`config.mk`:
```
export PLATFORM = sky130hd
export DESIGN_NAME = ones_comp_checksum
export DESIGN_NICKNAME = d
export VERILOG_FILES = /design/src/rtl/ones_comp_pkg.sv /design/src/rtl/oc_add_eac.sv /design/src/rtl/ones_comp_checksum.sv
export SDC_FILE = /design/constraint.sdc
export NUM_CORES = 1
export LEC_CHECK = 0
export ABC_AREA = 1
export CAP_MARGIN = 20
export CORE_MARGIN = 2
export CORE_UTILIZATION = 53
export CTS_CLUSTER_DIAMETER = 80
export DETAILED_ROUTE_END_ITERATION = 10
export PLACE_DENSITY = 0.84
export SLEW_MARGIN = 0
export SYNTH_ARGS = -nofsm -noshare
export SYNTH_HDL_FRONTEND = slang
export SYNTH_HIERARCHICAL = 1
export SYNTH_SLANG_ARGS = --single-unit
export TNS_END_PERCENT = 5
```
`constraint.sdc`:
```
create_clock -name clk -period 7.6 [get_ports clk]
set_input_delay 1.14 -clock clk [delete_from_list [all_inputs] [get_ports clk]]
set_output_delay 1.14 -clock clk [all_outputs]
set_load 0.01 [all_outputs]
```
`src/rtl/ones_comp_pkg.sv`:
```
// ----------------------------------------------------------------------------
// ones_comp_pkg
// Shared definitions for the ones'-complement checksum block:
//   - default operand width and word-counter width
//   - FSM state encodings (IDLE, ACCUM, HOLD)
// ----------------------------------------------------------------------------
package ones_comp_pkg;

  localparam int DEF_W     = 4;
  localparam int DEF_CNT_W = 8;

  localparam logic [1:0] ST_IDLE  = 2'd0;
  localparam logic [1:0] ST_ACCUM = 2'd1;
  localparam logic [1:0] ST_HOLD  = 2'd2;

endpackage : ones_comp_pkg

```
`src/rtl/oc_add_eac.sv`:
```
// ----------------------------------------------------------------------------
// oc_add_eac
// W-bit ones'-complement adder: the carry out of the plain sum is folded
// back into bit 0 (end-around carry).
// Ports:
//   a_i   [W-1:0]  first operand
//   b_i   [W-1:0]  second operand
//   sum_o [W-1:0]  ones'-complement sum
// ----------------------------------------------------------------------------
module oc_add_eac #(
  parameter int W = 4
) (
  input  logic [W-1:0] a_i,
  input  logic [W-1:0] b_i,
  output logic [W-1:0] sum_o
);

  logic [W:0] raw_sum;

  assign raw_sum = {1'b0, a_i} + {1'b0, b_i};

  // Folding the carry back in cannot overflow again: the largest raw sum is
  // 2^(W+1)-2, whose low part plus one is at most all-ones.
  assign sum_o = raw_sum[W-1:0] + {{(W-1){1'b0}}, raw_sum[W]};

endmodule : oc_add_eac

```
`src/rtl/ones_comp_checksum.sv`:
```
// ----------------------------------------------------------------------------
// ones_comp_checksum
// Accumulates a block of words with ones'-complement addition and presents
// the sum, its inverse (checksum) and the word count once the block ends.
// Optional build macro:
//   ONES_COMP_NEGZERO_NORM_EN - present an all-ones (negative zero) sum as
//                               out_sum=0 / out_chk=all-ones.
// Ports:
//   clk        clock, rising edge
//   rst_n      asynchronous active-low reset
//   in_valid   / in_ready   input word handshake
//   in_data    [W-1:0]      input word
//   in_last                 final word of the block
//   out_valid  / out_ready  result handshake
//   out_sum    [W-1:0]      ones'-complement sum (0 when not holding)
//   out_chk    [W-1:0]      inverted sum (0 when not holding)
//   out_count  [CNT_W-1:0]  saturating count of accepted words
// ----------------------------------------------------------------------------
module ones_comp_checksum
  import ones_comp_pkg::*;
#(
  parameter int W     = DEF_W,
  parameter int CNT_W = DEF_CNT_W
) (
  input  logic             clk,
  input  logic             rst_n,
  input  logic             in_valid,
  output logic             in_ready,
  input  logic [W-1:0]     in_data,
  input  logic             in_last,
  output logic             out_valid,
  input  logic             out_ready,
  output logic [W-1:0]     out_sum,
  output logic [W-1:0]     out_chk,
  output logic [CNT_W-1:0] out_count
);

  logic [1:0]       state_q, state_d;
  logic [W-1:0]     acc_q, acc_d;
  logic [CNT_W-1:0] count_q, count_d;
  logic             ready_q;
  logic [W-1:0]     add_a;
  logic [W-1:0]     add_sum;
  logic [W-1:0]     res_sum;
  logic             hold;
  logic             in_fire;

  // A fresh block starts from zero, so the adder sees 0 in IDLE.
  assign add_a = (state_q == ST_IDLE) ? '0 : acc_q;

  oc_add_eac #(.W(W)) u_add (
    .a_i   (add_a),
    .b_i   (in_data),
    .sum_o (add_sum)
  );

  assign hold      = (state_q == ST_HOLD);
  assign in_ready  = ready_q && !hold;
  assign out_valid = hold;
  assign in_fire   = in_valid && in_ready;

  // Next-state logic: accumulate on each accepted word, hold the result
  // until it is taken, then clear back to IDLE.
  always_comb begin
    state_d = state_q;
    acc_d   = acc_q;
    count_d = count_q;
    case (state_q)
      ST_IDLE, ST_ACCUM: begin
        if (in_fire) begin
          acc_d = add_sum;
          if (state_q == ST_IDLE) begin
            count_d = CNT_W'(1);
          end else if (count_q != {CNT_W{1'b1}}) begin
            count_d = count_q + CNT_W'(1);
          end
          state_d = in_last ? ST_HOLD : ST_ACCUM;
        end
      end
      ST_HOLD: begin
        if (out_ready) begin
          state_d = ST_IDLE;
          acc_d   = '0;
          count_d = '0;
        end
      end
      default: begin
        state_d = ST_IDLE;
        acc_d   = '0;
        count_d = '0;
      end
    endcase
  end

  // ready_q keeps in_ready low through reset and until the first clock edge
  // after reset is released.
  always_ff @(posedge clk or negedge rst_n) begin
    if (!rst_n) begin
      state_q <= ST_IDLE;
      acc_q   <= '0;
      count_q <= '0;
      ready_q <= 1'b0;
    end else begin
      state_q <= state_d;
      acc_q   <= acc_d;
      count_q <= count_d;
      ready_q <= 1'b1;
    end
  end

  // Result presentation, with optional negative-zero normalisation.
  always_comb begin
    res_sum = acc_q;
`ifdef ONES_COMP_NEGZERO_NORM_EN
    if (acc_q == {W{1'b1}}) begin
      res_sum = '0;
    end
`else
    res_sum = acc_q;
`endif
  end

  assign out_sum   = hold ? res_sum  : '0;
  assign out_chk   = hold ? ~res_sum : '0;
  assign out_count = hold ? count_q  : '0;

endmodule : ones_comp_checksum

```
==> results of run 1 <==
==> Yosys cell counts, types with 3 or more instances <==
cell / instances / area (um^2)
ha_1: 7 / 87.6
buf_2: 3 / 15.0
nand3_1: 18 / 90.1
o21ai_1: 6 / 30.0
nand4_1: 3 / 18.8
dfrtp_1: 15 / 375
nand2_2: 4 / 25.0
o21ai_0: 7 / 35.0
nor2_1: 32 / 120
inv_1: 28 / 105
inv_2: 5 / 18.8
nand2_1: 28 / 105
==> path summary, 6_finish.rpt <==
check / cells past startpoint / from / end
setup / recovery: 5 / state_q[1]$_DFFE_PN0P_ / out_sum[0]
setup reg to reg: 18 / state_q[1]$_DFFE_PN0P_ / acc_q[3]$_DFFE_PN0P_
hold reg to reg: 2 / count_q[3]$_DFFE_PN0P_ / count_q[3]$_DFFE_PN0P_
hold / removal: 2 / count_q[3]$_DFFE_PN0P_ / count_q[3]$_DFFE_PN0P_
min in group asynchronous: 1 / rst_n / count_q[1]$_DFFE_PN0P_
max in group asynchronous: 1 / rst_n / count_q[3]$_DFFE_PN0P_
==> layout by cell type, fill, tap and decap left out, drive strengths merged <==
| cell | netlist | layout |
|---|---|---|
| clkdlybuf4s50 | 0 | 26 |
| or2 | 1 | 1 |
| xnor2 | 1 | 1 |
| o21ai | 13 | 13 |
| fa | 1 | 1 |
| o31ai | 1 | 1 |
| nor2 | 35 | 35 |
| inv | 33 | 33 |
| nand4 | 3 | 3 |
| clkbuf | 0 | 4 |
| o21bai | 2 | 2 |
| dfrtp | 15 | 15 |
| nand2 | 34 | 34 |
| conb | 1 | 1 |
| ha | 7 | 7 |
| nand3 | 19 | 19 |
| a21oi | 3 | 3 |
==> power breakdown <==
part / switching (mW) / internal, mW
Clock: 0.0263 / 0.0204
Sequential: 0.0130 / 0.0953
Combinational: 0.0823 / 0.0536
Total: 0.122 / 0.169
==> logic make-up (layout without fill, tap and decap cells) <==
logic type	count (synthesis)	count (layout)
fa+ha+maj	8	8
xor+xnor	1	1
simple gates	92	92
flops	15	15
compound gates	19	19
buf+inv	37	63
other cells	1	1
==> sequential cells by signal, indices dropped and copies added (netlist names) <==
| register | cells |
|---|---|
| acc_q | 4 |
| count_q | 8 |
| ready_q | 1 |
| state_q | 2 |
==> critical path: cells and delay by family (launching register included) <==
family	cells	cell delay, ns
buffers and inverters	3	0.94
AND/OR/NAND/NOR	2	0.31
flip-flops	1	0.46
==> metal layers <==
metal,routed length (um),GRT usage,vias up,part of all wire
met1,1140,0.287,541,0.44
met3,120,0.0468,4,0.046
met4,28,0.0541,0,0.011
met5,0,0,-,0
li1,-,-,589,-
met2,1340,0.418,36,0.51
==> area by class of cell <==
type / instances / share of cell area
multi-input cells: 121 / 0.443
flip-flops and latches: 15 / 0.255
repair buffers: 26 / 0.177
inverters: 33 / 0.0840
well taps: 28 / 0.0238
clock buffers: 4 / 0.0178
==> per-stage QoR <==
| stage | instance area, um^2 | setup slack, ns |
|---|---|---|
| CTS | 1470 | 4.42 |
| floorplan | 1180 | 4.90 |
| detailed placement | 1450 | 4.26 |
| finish | 1470 | 4.46 |
| global placement | 1450 | 4.37 |
| global route | 1470 | 4.28 |
==> flow_summary.ini, run 1 <==
[status]
outcome = finished clean

[floorplanning]
start_util = 0.549
pin_count = 27
dieArea_um2 = 2620
core_area_um2 = 2150
die_x_um = 51.2
rows = 17
fp.dieH_um = 51.2

[drt]
route.detailed.wl_per_inst_um = 11.6
first_pass_iters = 4
routed_wl_um = 2630
vias = 1170
vias_per_cell = 5.15
drt-initial-drc-count = 24
drtAntennaViolNets = 0
route.detailed.drc = 0

[clocking]
htree_levels = 1
cts_tree = done
hold_buffers = 0
clk_pin_slew_worst_paths_ns = 0.09
post-cts-setup-buffers = 0
cts-root-buf = clkbuf_4
clockBufferDepth = 2
cts_made_buffers = 3
insertion_delay_ns = 0.28
cts_sinks = 15
cts_resized = 0

[synthesis]
yosys_register_bits = 15
synth_flop_cell = dfrtp_1
synthSimpleGateAreaFrac = 0.362
synth_warnings = 6
syn_area_per_cell_um2 = 6.81
synthesis.nets = 190
synth_cell_types = 25
synth_fa_ha_area_frac = 0.0913
async_flop_share = 1.00
synth_top_family_by_area = simple AND/OR/NAND/NOR gates
synthMuxAreaShare = 0
synth_compound_area_frac = 0.0902
netlist_area_um2 = 1180
ys_seq_area_frac = 0.318
yosys.area_share.xor_xnor = 0.00743
synthCells = 173
synth_edf_count = 0

[power]
p_per_area_nw_per_um2 = 197
finalPower_uw = 291
max-vdd-ir-drop_v = 0.000137
p_leak_nw = 0.687

[sta]
timing.clock.skew_ns = 0.000654
setup_viol = 0
setup_tns_ns = 0
min_period_ns = 3.14
hold_viol = 0
fmax_mhz = 318
tightest_slew_ns = 0.682
timing.hold.ws_ns = 0.547
fin_crit_sh = 0.413
relSlewSlack = 0.544
slew_violations = 0
rsz0062_at_grt = false

[finish]
nFillCells = 200
fin_cells = 227
fin_util = 0.686
diodes = 0
regArea_um2 = 375
multi_input_area_um2 = 653
syn2layout_area_growth_pct = 25.1
layout-drive-gt1-share = 0.101
fin_nets = 217

[global_route]
antenna_found_initial = 0
grt_max_degree = 17
grt-ovfl-total = 0
track_usage = 0.234
first_global_vias = 1083
grt_pass1_wl_um = 4640

[setup_path]
worstPathMaxFanout = 16
cp_data_arrival_time_ns = 2.00
critical_path_class = reg -> out
cp.required_ns = 6.46
ff2ff_setup_slack_ns = 4.86
worst_setup_path_start_kind = flop
slowest_delay_ns = 0.55
cp_cell_sequence = inv_2, nor2_4, inv_1, nor2_1, clkdlybuf4s50_1
cp_slowest_cell = clkdlybuf4s50_1
crit_path_end_kind = primary output

[placement]
place_inst = 223
numPortBuffers = 26
place_congestion = 0.862
hpwlAfterDp_um = 2130

[min_path]
hp-class = reg -> reg

[run]
maxCapViolations = 0
No activity file was read; power rests on OpenSTA's default activity.
==> run 2: changes to the inputs <==
--- a/config.mk
+++ b/config.mk
@@ -7,11 +7,12 @@
 export LEC_CHECK = 0
 export ABC_AREA = 1
 export CAP_MARGIN = 20
+export CORE_ASPECT_RATIO = 0.5
 export CORE_MARGIN = 2
-export CORE_UTILIZATION = 53
+export CORE_UTILIZATION = 45
 export CTS_CLUSTER_DIAMETER = 80
 export DETAILED_ROUTE_END_ITERATION = 10
-export PLACE_DENSITY = 0.84
+export PLACE_DENSITY = 0.76
 export SLEW_MARGIN = 0
 export SYNTH_ARGS = -nofsm -noshare
 export SYNTH_HDL_FRONTEND = slang
==> constraint.sdc (replaced) <==
create_clock -name clk -period 2.8 [get_ports clk]
set_input_delay 0.42 -clock clk [delete_from_list [all_inputs] [get_ports clk]]
set_output_delay 0.42 -clock clk [all_outputs]
set_load 0.01 [all_outputs]
==> run 2 against run 1 <==
Clock power rose to 3.8 times the previous value; non-clock buffer count is 1 higher; register-to-register slack worse by 4.6 ns; core utilization decreased by 9.0 points; via count decreased by 6.6%; clock-buffer cell count unchanged; power rose to 2.8 times the previous value; combinational power increased to 2.6 times the previous value; setup slack lost 4.2 ns; critical path type is now reg -> reg; critical endpoint is now acc_q[3]$_DFFE_PN0P_; largest cell class unchanged.
==> flow_summary.ini, run 2 (synthesized netlist as in run 1, its figures left out) <==
[status]
outcome = finished clean

[power]
combPwrFrac = 0.434
power_frac_seq = 0.352
p_leak_nw = 0.699
clkPwrFrac = 0.214
swShare = 0.389
p_per_area_nw_per_um2 = 548
max-vdd-ir-drop_v = 0.000288
p_int_uw = 506
p_sw_uw = 323

[global_route]
antenna_found_initial = 0
grt_pass1_wl_um = 4120
grt-ovfl-total = 0
track_usage = 0.174
grt_max_degree = 17
first_global_vias = 1032

[drt]
routed_wl_um = 2390
route.detailed.drc = 0
drt-initial-drc-count = 51
drtAntennaViolNets = 0
first_pass_iters = 6
vias = 1093
route.detailed.wl_per_inst_um = 10.1
vias_per_cell = 4.61

[finish]
layout_common_cells = nor2_1, inv_1, nand2_1
fin_cells = 237
fin_nets = 218
design_area_um2 = 1510
layout-drive-gt1-share = 0.105
fin_util = 0.596
nFillCells = 246
diodes = 0
final_common_cell = nor2_1
largest_reg_flops = 8
top_regs = count_q x8, acc_q x4, state_q x2
syn2layout_area_growth_pct = 28.2
regMostFlops = count_q
multi_input_area_um2 = 653
regArea_um2 = 375

[sta]
setup_viol = 0
setup_tns_ns = 0
fmax_mhz = 394
timing.clock.skew_ns = 0.00619
rsz0062_at_grt = false
min_period_ns = 2.54
slew_violations = 0
finalWorstSetupSlack_ns = 0.259
tightest_slew_ns = 0.713
hold_viol = 0
relSlewSlack = 0.523
fin_crit_sh = 0.907

[floorplanning]
core_area_um2 = 2540
pin_count = 27
die_x_um = 76.4
fp.dieH_um = 40.2
dieArea_um2 = 3070
rows = 13
start_util = 0.464

[placement]
numPortBuffers = 26
place_inst = 233
place_congestion = 0.836
hpwlAfterDp_um = 1940
dpl_worst_slack_ns = 0.206
postPlaceCellArea_um2 = 1470

[setup_path]
critical_path_class = reg -> reg
cp_data_arrival_time_ns = 2.67
cp.required_ns = 2.93
cp_common_cell = inv_1
cp_num_buf_inv = 5
worstPathMaxFanout = 5
cp_cell_sequence = inv_2, nand2_1, inv_1, nor2_1, ha_1, inv_1, fa_1, inv_1, a21oi_1, o21bai_1, ha_1, nand2_4, inv_1, nand3_1, nand3_1, nand2_1, nand3_1, o21ai_1
crit_path_end_kind = flop
worst_setup_path_start_kind = flop
crit_start = state_q[0]$_DFFE_PN0P_
slowest_delay_ns = 0.45
cp_slowest_cell = dfrtp_1
path_delay_family = adder cells
r2r-start = state_q[0]$_DFFE_PN0P_

[run]
maxCapViolations = 0

[clocking]
hold_buffers = 0
post-cts-setup-buffers = 0
htree_levels = 1
insertion_delay_ns = 0.25
clk_pin_slew_worst_paths_ns = 0.06
clockBufferDepth = 2
cts_resized = 0
cts_sinks = 15
cts-root-buf = clkbuf_8
cts_made_buffers = 3
cts_tree = done

[min_path]
min_from = count_q[7]$_DFFE_PN0P_
hp-class = reg -> reg
-- run 2: cell types whose count changed in the layout (fill, tap and decap cells not counted), sizes merged --
cell  delta
buf      +1
-- run 2: power groups by stage --
stage | logic (mW) | clock network [mW] | registers [mW]
finish | 0.360 | 0.177 | 0.292
global route | 0.412 | 0.188 | 0.301
CTS | 0.364 | 0.180 | 0.292
detailed placement | 0.362 | 0 | 0.296
global placement | 0.357 | 0 | 0.295
floorplan | 0.269 | 0 | 0.289
-- run 2: path summary, 6_finish.rpt --
path	to	slack [ns]	cells after the start
min in group asynchronous	count_q[5]$_DFFE_PN0P_	0.59	1
hold reg to reg	count_q[7]$_DFFE_PN0P_	0.53	2
max in group asynchronous	state_q[1]$_DFFE_PN0P_	1.75	1
hold / removal	count_q[7]$_DFFE_PN0P_	0.53	2
setup / recovery	acc_q[3]$_DFFE_PN0P_	0.26	18
setup reg to reg	acc_q[3]$_DFFE_PN0P_	0.26	18
-- run 2: per-stage QoR --
step / power, mW / hold slack [ns]
2_1_floorplan: 0.559 / 0.124
3_3_place_gp: 0.652 / 0.496
3_5_place_dp: 0.658 / 0.519
4_1_cts: 0.835 / 0.534
5_1_grt: 0.901 / 0.565
6_report: 0.829 / 0.530
-- run 2: worst reg2reg max path, stage by stage, from the launching register on --
cell      delay (ns)
dfrtp_1         0.45
inv_2           0.09
nand2_1         0.09
inv_1           0.08
nor2_1          0.11
ha_1            0.19
inv_1           0.06
fa_1            0.39
inv_1           0.09
a21oi_1         0.06
o21bai_1        0.13
ha_1            0.23
nand2_4         0.06
inv_1           0.05
nand3_1         0.06
nand3_1         0.08
nand2_1         0.05
nand3_1         0.07
o21ai_1         0.06
-- run 2: layer usage --
metal / GRT usage / wire length (um)
met3: 0.0473 / 61
met4: 0.0545 / 14
met1: 0.203 / 1160
met5: 0 / 0
met2: 0.334 / 1150
-- run 2: cell type report --
class	count	area share
tap	37	0.0306
sequential	15	0.248
multi-input combinational	121	0.432
timing repair buffer	27	0.177
inverter	33	0.0820
clock buffer	4	0.0298
